===== config.mk =====
export PLATFORM = sky130hd
export DESIGN_NAME = multicycle_controller
export DESIGN_NICKNAME = d
export VERILOG_FILES = /design/src/rtl/rv_mc_pkg.sv /design/src/rtl/multicycle_alu_dec.sv /design/src/rtl/multicycle_controller.sv
export SDC_FILE = /design/constraint.sdc
export NUM_CORES = 1
export LEC_CHECK = 0
export CORE_UTILIZATION = 45
export DETAILED_ROUTE_END_ITERATION = 6
export PLACE_DENSITY = 0.8
export SKIP_CTS_REPAIR_TIMING = 1
export SLEW_MARGIN = 20
export SYNTH_ARGS = -nofsm -noshare
export SYNTH_HDL_FRONTEND = slang
export SYNTH_SLANG_ARGS = --single-unit

===== constraint.sdc =====
create_clock -name clk -period 2.55 [get_ports clk]
set_input_delay 0.255 -clock clk [delete_from_list [all_inputs] [get_ports clk]]
set_output_delay 0.255 -clock clk [all_outputs]
set_load 0.005 [all_outputs]

===== src/rtl/rv_mc_pkg.sv =====
// Shared types and encodings for the multicycle RV32I-subset controller.
// Holds the FSM state enum, opcodes, datapath select codes and the ImmSrc helper.
package rv_mc_pkg;

  typedef enum logic [3:0] {
    S_FETCH    = 4'd0,
    S_DECODE   = 4'd1,
    S_MEMADR   = 4'd2,
    S_MEMREAD  = 4'd3,
    S_MEMWB    = 4'd4,
    S_MEMWRITE = 4'd5,
    S_EXECUTER = 4'd6,
    S_EXECUTEI = 4'd7,
    S_ALUWB    = 4'd8,
    S_BEQ      = 4'd9,
    S_JAL      = 4'd10
  } state_e;

  localparam logic [6:0] OP_LW  = 7'b0000011;
  localparam logic [6:0] OP_SW  = 7'b0100011;
  localparam logic [6:0] OP_R   = 7'b0110011;
  localparam logic [6:0] OP_I   = 7'b0010011;
  localparam logic [6:0] OP_BEQ = 7'b1100011;
  localparam logic [6:0] OP_JAL = 7'b1101111;

  localparam logic [1:0] ALUOP_ADD   = 2'b00;
  localparam logic [1:0] ALUOP_SUB   = 2'b01;
  localparam logic [1:0] ALUOP_FUNCT = 2'b10;

  localparam logic [2:0] ALU_ADD = 3'b000;
  localparam logic [2:0] ALU_SUB = 3'b001;
  localparam logic [2:0] ALU_AND = 3'b010;
  localparam logic [2:0] ALU_OR  = 3'b011;
  localparam logic [2:0] ALU_SLT = 3'b101;

  localparam logic [1:0] IMM_I = 2'b00;
  localparam logic [1:0] IMM_S = 2'b01;
  localparam logic [1:0] IMM_B = 2'b10;
  localparam logic [1:0] IMM_J = 2'b11;

  localparam logic [1:0] RES_ALUOUT    = 2'b00;
  localparam logic [1:0] RES_DATA      = 2'b01;
  localparam logic [1:0] RES_ALURESULT = 2'b10;

  localparam logic [1:0] SRCA_PC    = 2'b00;
  localparam logic [1:0] SRCA_OLDPC = 2'b01;
  localparam logic [1:0] SRCA_RS1   = 2'b10;

  localparam logic [1:0] SRCB_RS2  = 2'b00;
  localparam logic [1:0] SRCB_IMM  = 2'b01;
  localparam logic [1:0] SRCB_FOUR = 2'b10;

  // Immediate format depends only on the opcode, so it is valid in every state.
  function automatic logic [1:0] immSrcFor(input logic [6:0] op);
    case (op)
      OP_SW:   immSrcFor = IMM_S;
      OP_BEQ:  immSrcFor = IMM_B;
      OP_JAL:  immSrcFor = IMM_J;
      default: immSrcFor = IMM_I;
    endcase
  endfunction

endpackage


===== src/rtl/multicycle_alu_dec.sv =====
// ALU decoder: maps ALUOp plus instruction fields onto the ALUControl code.
module multicycle_alu_dec
  import rv_mc_pkg::*;
(
  input  logic [1:0] alu_op_i,
  input  logic [2:0] funct3_i,
  input  logic       op5_i,
  input  logic       funct7_5_i,
  output logic [2:0] alu_control_o
);

  // Only R-type (Op[5] set) may select sub through funct7; I-type add ignores it.
  always_comb begin
    alu_control_o = ALU_ADD;
    case (alu_op_i)
      ALUOP_ADD: alu_control_o = ALU_ADD;
      ALUOP_SUB: alu_control_o = ALU_SUB;
      ALUOP_FUNCT: begin
        case (funct3_i)
          3'b000:  alu_control_o = (op5_i && funct7_5_i) ? ALU_SUB : ALU_ADD;
          3'b010:  alu_control_o = ALU_SLT;
          3'b110:  alu_control_o = ALU_OR;
          3'b111:  alu_control_o = ALU_AND;
          default: alu_control_o = ALU_ADD;
        endcase
      end
      default: alu_control_o = ALU_ADD;
    endcase
  end

endmodule


===== src/rtl/multicycle_controller.sv =====
// Sequencing FSM for the multicycle RV32I-subset datapath.
// Outputs are decoded from the state register; mem_ready and Zero feed a few strobes.
module multicycle_controller
  import rv_mc_pkg::*;
#(
  parameter int CNT_W = 32
) (
  input  logic             clk,
  input  logic             rst,
  input  logic [6:0]       Op,
  input  logic [2:0]       funct3,
  input  logic [6:0]       funct7,
  input  logic             Zero,
  input  logic             mem_ready,
  output logic             PCWrite,
  output logic             AdrSrc,
  output logic             MemWrite,
  output logic             IRWrite,
  output logic             RegWrite,
  output logic [1:0]       ResultSrc,
  output logic [1:0]       ALUSrcA,
  output logic [1:0]       ALUSrcB,
  output logic [1:0]       ImmSrc,
  output logic [2:0]       ALUControl,
  output logic             illegal,
  output logic             instr_done,
  output logic [CNT_W-1:0] instret
);

  state_e           state_q, state_d;
  logic [CNT_W-1:0] instret_q;
  logic [1:0]       aluOp;
  logic             unused_funct7;

  assign unused_funct7 = ^{funct7[6], funct7[4:0]};

  always_ff @(posedge clk or posedge rst) begin
    if (rst) begin
      state_q   <= S_FETCH;
      instret_q <= '0;
    end else begin
      state_q <= state_d;
      if (instr_done) instret_q <= instret_q + CNT_W'(1);
    end
  end

  always_comb begin
    state_d    = state_q;
    PCWrite    = 1'b0;
    AdrSrc     = 1'b0;
    MemWrite   = 1'b0;
    IRWrite    = 1'b0;
    RegWrite   = 1'b0;
    ResultSrc  = RES_ALUOUT;
    ALUSrcA    = SRCA_PC;
    ALUSrcB    = SRCB_RS2;
    aluOp      = ALUOP_ADD;
    illegal    = 1'b0;
    instr_done = 1'b0;
    case (state_q)
      S_FETCH: begin
        ALUSrcB   = SRCB_FOUR;
        ResultSrc = RES_ALURESULT;
        IRWrite   = mem_ready;
        PCWrite   = mem_ready;
        if (mem_ready) state_d = S_DECODE;
      end
      S_DECODE: begin
        ALUSrcA = SRCA_OLDPC;
        ALUSrcB = SRCB_IMM;
        case (Op)
          OP_LW, OP_SW: state_d = S_MEMADR;
          OP_R:         state_d = S_EXECUTER;
          OP_I:         state_d = S_EXECUTEI;
          OP_BEQ:       state_d = S_BEQ;
          OP_JAL:       state_d = S_JAL;
          default: begin
            illegal = 1'b1;
            state_d = S_FETCH;
          end
        endcase
      end
      S_MEMADR: begin
        ALUSrcA = SRCA_RS1;
        ALUSrcB = SRCB_IMM;
        state_d = (Op == OP_SW) ? S_MEMWRITE : S_MEMREAD;
      end
      S_MEMREAD: begin
        AdrSrc = 1'b1;
        if (mem_ready) state_d = S_MEMWB;
      end
      S_MEMWB: begin
        ResultSrc  = RES_DATA;
        RegWrite   = 1'b1;
        instr_done = 1'b1;
        state_d    = S_FETCH;
      end
      S_MEMWRITE: begin
        AdrSrc     = 1'b1;
        MemWrite   = 1'b1;
        instr_done = mem_ready;
        if (mem_ready) state_d = S_FETCH;
      end
      S_EXECUTER: begin
        ALUSrcA = SRCA_RS1;
        aluOp   = ALUOP_FUNCT;
        state_d = S_ALUWB;
      end
      S_EXECUTEI: begin
        ALUSrcA = SRCA_RS1;
        ALUSrcB = SRCB_IMM;
        aluOp   = ALUOP_FUNCT;
        state_d = S_ALUWB;
      end
      S_ALUWB: begin
        RegWrite   = 1'b1;
        instr_done = 1'b1;
        state_d    = S_FETCH;
      end
      S_BEQ: begin
        ALUSrcA    = SRCA_RS1;
        aluOp      = ALUOP_SUB;
        PCWrite    = Zero;
        instr_done = 1'b1;
        state_d    = S_FETCH;
      end
      S_JAL: begin
        ALUSrcA = SRCA_OLDPC;
        ALUSrcB = SRCB_FOUR;
        PCWrite = 1'b1;
        state_d = S_ALUWB;
      end
      default: state_d = S_FETCH;
    endcase
    // Reset is asynchronous, so strobes must be killed combinationally too.
    if (rst) begin
      PCWrite    = 1'b0;
      MemWrite   = 1'b0;
      IRWrite    = 1'b0;
      RegWrite   = 1'b0;
      illegal    = 1'b0;
      instr_done = 1'b0;
    end
  end

  assign ImmSrc  = immSrcFor(Op);
  assign instret = instret_q;

  multicycle_alu_dec uAluDec (
    .alu_op_i      (aluOp),
    .funct3_i      (funct3),
    .op5_i         (Op[5]),
    .funct7_5_i    (funct7[5]),
    .alu_control_o (ALUControl)
  );

endmodule


# --- After elaboration in Yosys (flattened, before gate mapping) ---
# Index checks and enable logic that the tools add are counted.
word_totals:
  reg_bits: 36
  latchBits: 0
  mem_bits_rw: 0
  mem_bits_ro: 0
  in_bits: 21
  out_inout_bits: 50
  elab_cells: 70
  mem_count: 0
op_classes:
  n_addsub: 1
  mul: 0
  div_mod_pow: 0
  magnitude_cmp: 0
  eq_ne: 24
  n_shift: 0
  n_mux: 28
  bitwise_logic: 0
  reduce_logical: 15
op_table:
  columns: ["operator", "n"]
  rows:
  - ["$add 32x1->32 const B", 1]
  - ["$pmux 4 s6", 1]
  - ["$pmux 4 s5", 1]
  - ["$eq 4x3->1 const B", 4]
  - ["$pmux 2 s2", 4]
  - ["$eq 7x6->1 const B", 2]
  - ["$eq 7x7->1 const B", 2]
  - ["$mux 1", 13]
  - ["$eq 4x4->1 const B", 3]
  - ["$mux 4", 3]
  - ["$pmux 3 s4", 1]
  - ["$reduce_or 2->1", 6]
  - ["$reduce_or 3->1", 3]
  - ["$eq 4x2->1 const B", 2]
  - ["$eq 7x2->1 const B", 1]
  - ["$eq 7x5->1 const B", 1]
  - ["$eq 3x3->1 const B", 2]
  - ["$ne 2x2->1 const B", 3]
  - ["$pmux 2 s3", 1]
  - ["$pmux 3 s2", 1]
  - ["$reduce_or 6->1", 1]
  - ["$eq 4x1->1 const B", 1]
  - ["$logic_not 4->1", 1]
  - ["$reduce_or 4->1", 1]
  - ["other kinds (9)", 9]

# --- Longest topological paths before layout ---
# Gate-level depths: netlist of the first run.
logic_depth:
  ltp_word: 5
  depth_mapped: 9
  ltp_nobuf: 8

# --- By module ---
# A second synthesis of the first run with hierarchy kept.
hier_totals:
  cells_unflattened: 225
  area_unflattened_um2: 2114.5
modules_own_cells:
  columns: ["mod", "n_inst", "cells_per_inst", "area_per_inst_um2", "seq_area_each_um2"]
  rows:
  - ["multicycle_controller", 1, 214, 2018.2, 900.9]
  - ["multicycle_alu_dec", 1, 11, 96.3, 0.0]

# --- Least setup slack after synthesis of the first run ---
# No wires, ideal clock.
synth_path:
  path_kind: "register to register"
  start: "register state_q[2]"
  end: "register instret_q[1], in the netlist instret[1]"
  setup_time_ns: 0.125
  arrival_time_ns: 1.771
  required_time_ns: 2.425
  path_slack_ns: 0.654
  path_stages_with_launch: 6
  path_buffers: 1
  synth_period_minus_slack_ns: 1.896
  path_cell_list: "dfrtp_1 -> buf_2 -> or2b_2 -> o21a_4 -> nor3_1 -> mux2_2"
synth_between:
  elab_chain_cells: 4
  elab_cells_between_ends: 7
  classes_between: "eq/ne: 4; mux: 2; reduce/logical: 1"
synth_lines:
  columns: ["item", "line_no", "rtl"]
  rows:
  - ["from (decl)", "multicycle_controller.sv:30", "state_e state_q, state_d;"]
  - ["from (signal assigned)", "multicycle_controller.sv:42", "state_q <= state_d;"]
  - ["$eq 4x4->1 / $eq 4x3->1 (equally long branches)", "multicycle_controller.sv:60", "case (state_q)"]
  - ["$reduce_or 3->1 (no line)", null, null]
  - ["$pmux 1 s2 *", "multicycle_controller.sv:60", null]
  - ["$mux 1 *", "multicycle_controller.sv:136", "if (rst) begin"]
  - ["net instr_done", "multicycle_controller.sv:26", "output logic instr_done,"]
  - ["to (signal assigned)", "multicycle_controller.sv:43", "if (instr_done) instret_q <= instret_q + CNT_W'(1);"]
  - ["to (decl)", "multicycle_controller.sv:31", "logic [CNT_W-1:0] instret_q;"]
# Mark *: on every way through the listed nets, which the timed path passes. The rest lies on a longest branch.
# A chain may end at the register's enable or synchronous reset.

# --- Worst setup path in the final report of the first run ---
layout_path:
  start: "register state_q[3]"
  end: "output instr_done"
layout_between:
  elab_chain_cells: 4
  elab_cells_between_ends: 7
  classes_between: "eq/ne: 4; mux: 2; reduce/logical: 1"
layout_lines:
  columns: ["item", "line_no"]
  rows:
  - ["$eq 4x4->1 / $eq 4x3->1 (equally long branches)", "multicycle_controller.sv:60"]
  - ["$reduce_or 3->1 (no line)", null]
  - ["$pmux 1 s2 *", "multicycle_controller.sv:60"]
  - ["$mux 1 *", "multicycle_controller.sv:136"]
  - ["to (decl)", "multicycle_controller.sv:26"]
# Every way passes the cells marked *; elsewhere a longest branch is shown, timed or not.

==> results of run 1 <==
cell type report:
class,count,area share (%)
Clock buffer,6,2.53
Clock inverter,1,0.175
Inverter,7,0.918
Multi-Input combinational cell,164,38.2
Sequential cell,36,31.6
Tap cell,52,2.27
Timing Repair Buffer,71,24.2
per-layer routing:
metal	vias to the layer above	track usage, %
li1	891	-
met1	864	26.5
met2	51	31.4
met3	10	4.80
met4	0	7.71
met5	-	0
through the flow:
stage	setup WS [ps]	std cells	power [uW]	utilization, %
after floorplan	654	214	811	-
after global placement	286	330	1000	63.4
after detailed placement	303	330	1000	63.4
after CTS	7.46	337	1380	65.2
after global routing	-7.36	337	1460	65.7
final	70.8	337	1380	65.7
Yosys cell counts (all sizes together) (2+ instances only):
master,n
nor3b,3
mux2,2
and4,2
ha,3
xnor2,22
nand2b,3
nand4,9
o21ai,3
or2b,2
nand3,13
a21oi,7
xor2,10
nor2b,4
inv,7
or4,3
and3,7
dfrtp,36
nor4,5
buf,2
nor2,13
clkbuf,5
nand2,23
or2,2
or3,2
nor3,14
flip-flops by register name, indices dropped and copies added (netlist names):
| register | count |
|---|---|
| instret | 32 |
| state_q | 4 |
how the worst max path moves through the flow:
stage	to
after floorplan	instret[1]$_DFFE_PP0P_
after global placement	instr_done
final	instr_done
after detailed placement	instr_done
after global routing	RegWrite
after CTS	RegWrite
report_power, final:
part	leakage [uW]	internal (uW)	switching [uW]	total [uW]
Clock	0.0000410	185	191	376
Combinational	0.000706	207	149	356
Sequential	0.000481	602	47.4	649
Total	0.00123	994	387	1380
logic make-up (layout without fill, tap and decap cells):
| family | Yosys count | after routing | synth area share, % |
|---|---|---|---|
| compound gates | 19 | 19 | 6.34 |
| xor+xnor | 32 | 32 | 13.8 |
| fa+ha+maj | 3 | 3 | 1.85 |
| buf+inv | 14 | 85 | 2.71 |
| flops | 36 | 36 | 44.3 |
| mux | 3 | 3 | 1.60 |
| simple gates | 107 | 107 | 29.4 |
worst max-delay path: cells and delay by family, from the launching register on:
kind,cells,cell delay [ps]
compound gates,1,260
buf+inv,1,570
simple gates,2,600
flops,1,500
==> impl_metrics.env, run 1 <==
export IMPL_met1Wirelength_mm=2.11
export IMPL_critPathLaunch="state_q[3]$_DFFE_PP0P_"
export IMPL_required_ps=2300
export IMPL_power_density_nw_per_um2=483
export IMPL_cap_violations=0
export IMPL_synth_top_area_share_pct=44.3
export IMPL_endpoint_kind="output port"
export IMPL_ys_types=40
export IMPL_start_util_pct=46.7
export IMPL_clock_latency_ps=290
export IMPL_reg2regPathDepth=5
export IMPL_critPathMaxStageDelay_ps=570
export IMPL_rows=24
export IMPL_clockBufferDepth=2
export IMPL_root_buffer="clkbuf_8"
export IMPL_grt_pass1_vias=1728
export IMPL_final_common_cell="clkdlybuf4s50_1"
export IMPL_synth_fp_nets=238
export IMPL_layout_min_cycle_time_ps=2480
export IMPL_place_gp_congestion=0.818
export IMPL_antenna_found_initial=0
export IMPL_synth_area_um2=2030
export IMPL_met3_length_um=206
export IMPL_r2r_end="instret[15]$_DFFE_PP0P_"
export IMPL_peakVddDrop_uv=321
export IMPL_multi_input_area_um2=1090
export IMPL_grt_max_degree=31
export IMPL_ys_top_cells_by_area="dfrtp_1 44%, xnor2_1 9.5%, xor2_1 4.3%"
export IMPL_r2r_start="state_q[3]$_DFFE_PP0P_"
export IMPL_r2r_setup_slack_ps=480
export IMPL_wirelength_mm=4.49
export IMPL_placed_cell_area_um2=2760
export IMPL_top_layer="met4"
export IMPL_wl_per_cell_um=13.3
export IMPL_ys_seq_area_share_pct=44.3
export IMPL_grt_usage_pct=19.9
export IMPL_hold_class="in -> async"
export IMPL_core_area_um2=4350
export IMPL_area_growth_pct=40.9
export IMPL_cts_tree="yes"
export IMPL_path_class="reg -> out"
export IMPL_port_buffers=64
export IMPL_hpwl_mm=3.39
export IMPL_vias=1816
export IMPL_synth_flop_cell="dfrtp_1"
export IMPL_fill_cells=354
export IMPL_cts_sinks=36
export IMPL_status="finished, final reports clean"
export IMPL_fin_nets=309
export IMPL_n_antenna_cell=0
export IMPL_final_area_um2=2860
export IMPL_fin_crit_sh_pct=97.2
export IMPL_ys_warn_count=0
export IMPL_cts_htree_levels=2
export IMPL_crit_slowest_cell="clkdlybuf4s50_1"
export IMPL_critPathMaxFanout=14
export IMPL_postRouteAntennaNets=0
export IMPL_synth_edf_count=0
export IMPL_io_pin_count=71
export IMPL_holdWs_ps=328
export IMPL_avgSynthCellArea_um2=9.50
export IMPL_drt_iter0_markers=90
export IMPL_cts_buffers=5
export IMPL_start_kind="flip-flop"
export IMPL_synth_top_area_cell="dfrtp_1"
export IMPL_routed_via_density=5.39
export IMPL_seq_area_um2=906
export IMPL_drc=0
export IMPL_synthArstFlopShare_pct=100
export IMPL_p_leak_uw=0.00123
export IMPL_dieArea_um2=4790
export IMPL_fp_dieW_um=69.2
export IMPL_hold_violations=0
export IMPL_wl_met2_mm=2.08
export IMPL_cp_arrival_ps=2220
export IMPL_path_clk_slew_ps=70
export IMPL_fin_tns_setup_ps=0
export IMPL_synth_seq_cells=36
export IMPL_cp_cell_sequence="or2b_2 > o21a_4 > nor3_1 > clkdlybuf4s50_1"
export IMPL_fin_skew_ps=5.25
export IMPL_dieHeight_um=69.2
export IMPL_drt_first_pass_iters=4
export IMPL_gr_total_overflow=0
export IMPL_final_layout_size_suffix_gt1_share_pct=11.9
export IMPL_setup_violations_final=0
export IMPL_worstMarginPinSlew_ps=472
export IMPL_grt_pass1_wl_mm=7.63
export IMPL_max_freq_mhz=403
export IMPL_slew_headroom_pct=68.3
export IMPL_layout_common_cells="64 x clkdlybuf4s50_1, 32 x dfrtp_1, 23 x nand2_1, 22 x xnor2_1, 13 x nand3_1"
export IMPL_slew_violations=0
export IMPL_syn_inst=214
Note: power is estimated with default switching activity, not from simulation.
==> run 2: changes to the inputs <==
Settings changed: RECOVER_POWER from default to 100.
==> run 2 against run 1 <==
  * Utilization down 0.37 points
  * Maximum frequency up 0.33%
  * Non-clock buffer count unchanged
  * Clock power about the same
  * Via count down 0.39%
  * Critical endpoint unchanged
  * Clock-buffer cell count unchanged
==> impl_metrics.env, run 2 (synthesized netlist as in run 1, its figures left out) <==
export IMPL_fp_dieW_um=69.2
export IMPL_slew_headroom_pct=52.1
export IMPL_final_area_um2=2850
export IMPL_fin_nets=309
export IMPL_start_kind="flip-flop"
export IMPL_wirelength_mm=4.48
export IMPL_wl_per_cell_um=13.3
export IMPL_setup_violations_final=0
export IMPL_postRouteAntennaNets=0
export IMPL_fill_cells=359
export IMPL_root_buffer="clkbuf_8"
export IMPL_max_freq_mhz=405
export IMPL_dieHeight_um=69.2
export IMPL_fin_skew_ps=5.80
export IMPL_layout_common_cells="45 x dlygate4sd3_1, 32 x dfrtp_1, 23 x nand2_1, 22 x xnor2_1, 19 x clkdlybuf4s50_1"
export IMPL_gr_total_overflow=0
export IMPL_core_area_um2=4350
export IMPL_peakVddDrop_uv=302
export IMPL_slew_violations=0
export IMPL_layout_min_cycle_time_ps=2470
export IMPL_r2r_start="instret[6]$_DFFE_PP0P_"
export IMPL_n_antenna_cell=0
export IMPL_grt_max_degree=31
export IMPL_setup_slack_ps=79.0
export IMPL_endpoint_kind="output port"
export IMPL_cts_sinks=36
export IMPL_required_ps=2300
export IMPL_drt_first_pass_iters=4
export IMPL_p_leak_uw=0.00132
export IMPL_grt_pass1_wl_mm=7.63
export IMPL_grt_usage_pct=19.9
export IMPL_port_buffers=64
export IMPL_final_common_cell="dlygate4sd3_1"
export IMPL_start_util_pct=46.7
export IMPL_critPathLaunch="state_q[3]$_DFFE_PP0P_"
export IMPL_cap_violations=0
export IMPL_holdWs_ps=434
export IMPL_hold_class="in -> async"
export IMPL_power_density_nw_per_um2=477
export IMPL_antenna_found_initial=0
export IMPL_fin_tns_setup_ps=0
export IMPL_clockBufferDepth=2
export IMPL_place_gp_congestion=0.818
export IMPL_clock_latency_ps=290
export IMPL_placed_cell_area_um2=2760
export IMPL_vias=1809
export IMPL_fin_crit_sh_pct=96.9
export IMPL_dieArea_um2=4790
export IMPL_routed_via_density=5.37
export IMPL_post_place_ws_ps=303
export IMPL_grt_pass1_vias=1728
export IMPL_critPathMaxFanout=14
export IMPL_status="finished, final reports clean"
export IMPL_drc=0
export IMPL_cts_htree_levels=2
export IMPL_worstMarginPinSlew_ps=719
export IMPL_area_growth_pct=40.1
export IMPL_path_class="reg -> out"
export IMPL_drt_iter0_markers=99
export IMPL_hold_violations=0
export IMPL_cts_tree="yes"
export IMPL_largest_reg_flops=32
export IMPL_cp_arrival_ps=2220
export IMPL_post_route_util_pct=65.4
export IMPL_rows=24
export IMPL_path_clk_slew_ps=70
export IMPL_hpwl_mm=3.39
export IMPL_io_pin_count=71
export IMPL_final_layout_size_suffix_gt1_share_pct=11.2
export IMPL_cts_buffers=5
run 2: critical path, stage by stage, from the launching register on:
cell             delay [ps]
dfrtp_2                 500
or2b_2                  340
o21a_4                  260
nor3_1                  260
clkdlybuf4s50_1         570
run 2: metrics by stage:
| stage | std cells | total power (uW) |
|---|---|---|
| finish | 337 | 1360 |
| global route | 337 | 1430 |
| CTS | 337 | 1380 |
| detailed placement | 330 | 1000 |
| global placement | 330 | 1000 |
| floorplan | 214 | 811 |
run 2: final timing paths:
path | endpoint | cells past startpoint | slack (ps)
worst min register to register | instret[31]$_DFFE_PP0P_ | 1 | 460
worst max register to register | instret[29]$_DFFE_PP0P_ | 5 | 320
worst min-delay path | instret[0]$_DFFE_PP0P_ | 2 | 430
min in group clk | instret[31]$_DFFE_PP0P_ | 1 | 460
worst max-delay path | instr_done | 4 | 80
max in group asynchronous | state_q[0]$_DFFE_PP0P_ | 3 | 1110
run 2: routing by layer:
metal  part of all wire [%]  global-route usage [%]  vias to the layer above
met5                      0                       0                        -
met4                    1.9                    7.71                        0
met3                    5.0                    4.80                       10
met2                     47                    31.4                       53
met1                     47                    26.5                      853
li1                       -                       -                      893
run 2: area by class of cell:
class	instances	area, um2	share of cell area (%)
clock inverter	1	5.00	0.176
timing repair buffer	71	687	24.1
multi-input combinational	164	1080	38.1
sequential	36	906	31.8
inverter	7	26.3	0.923
clock buffer	6	72.6	2.55
tap	52	65.1	2.29
run 2: power breakdown:
| group | internal (uW) | switching (uW) |
|---|---|---|
| logic | 186 | 148 |
| clock network | 185 | 191 |
| registers | 602 | 46.2 |
| total | 974 | 384 |
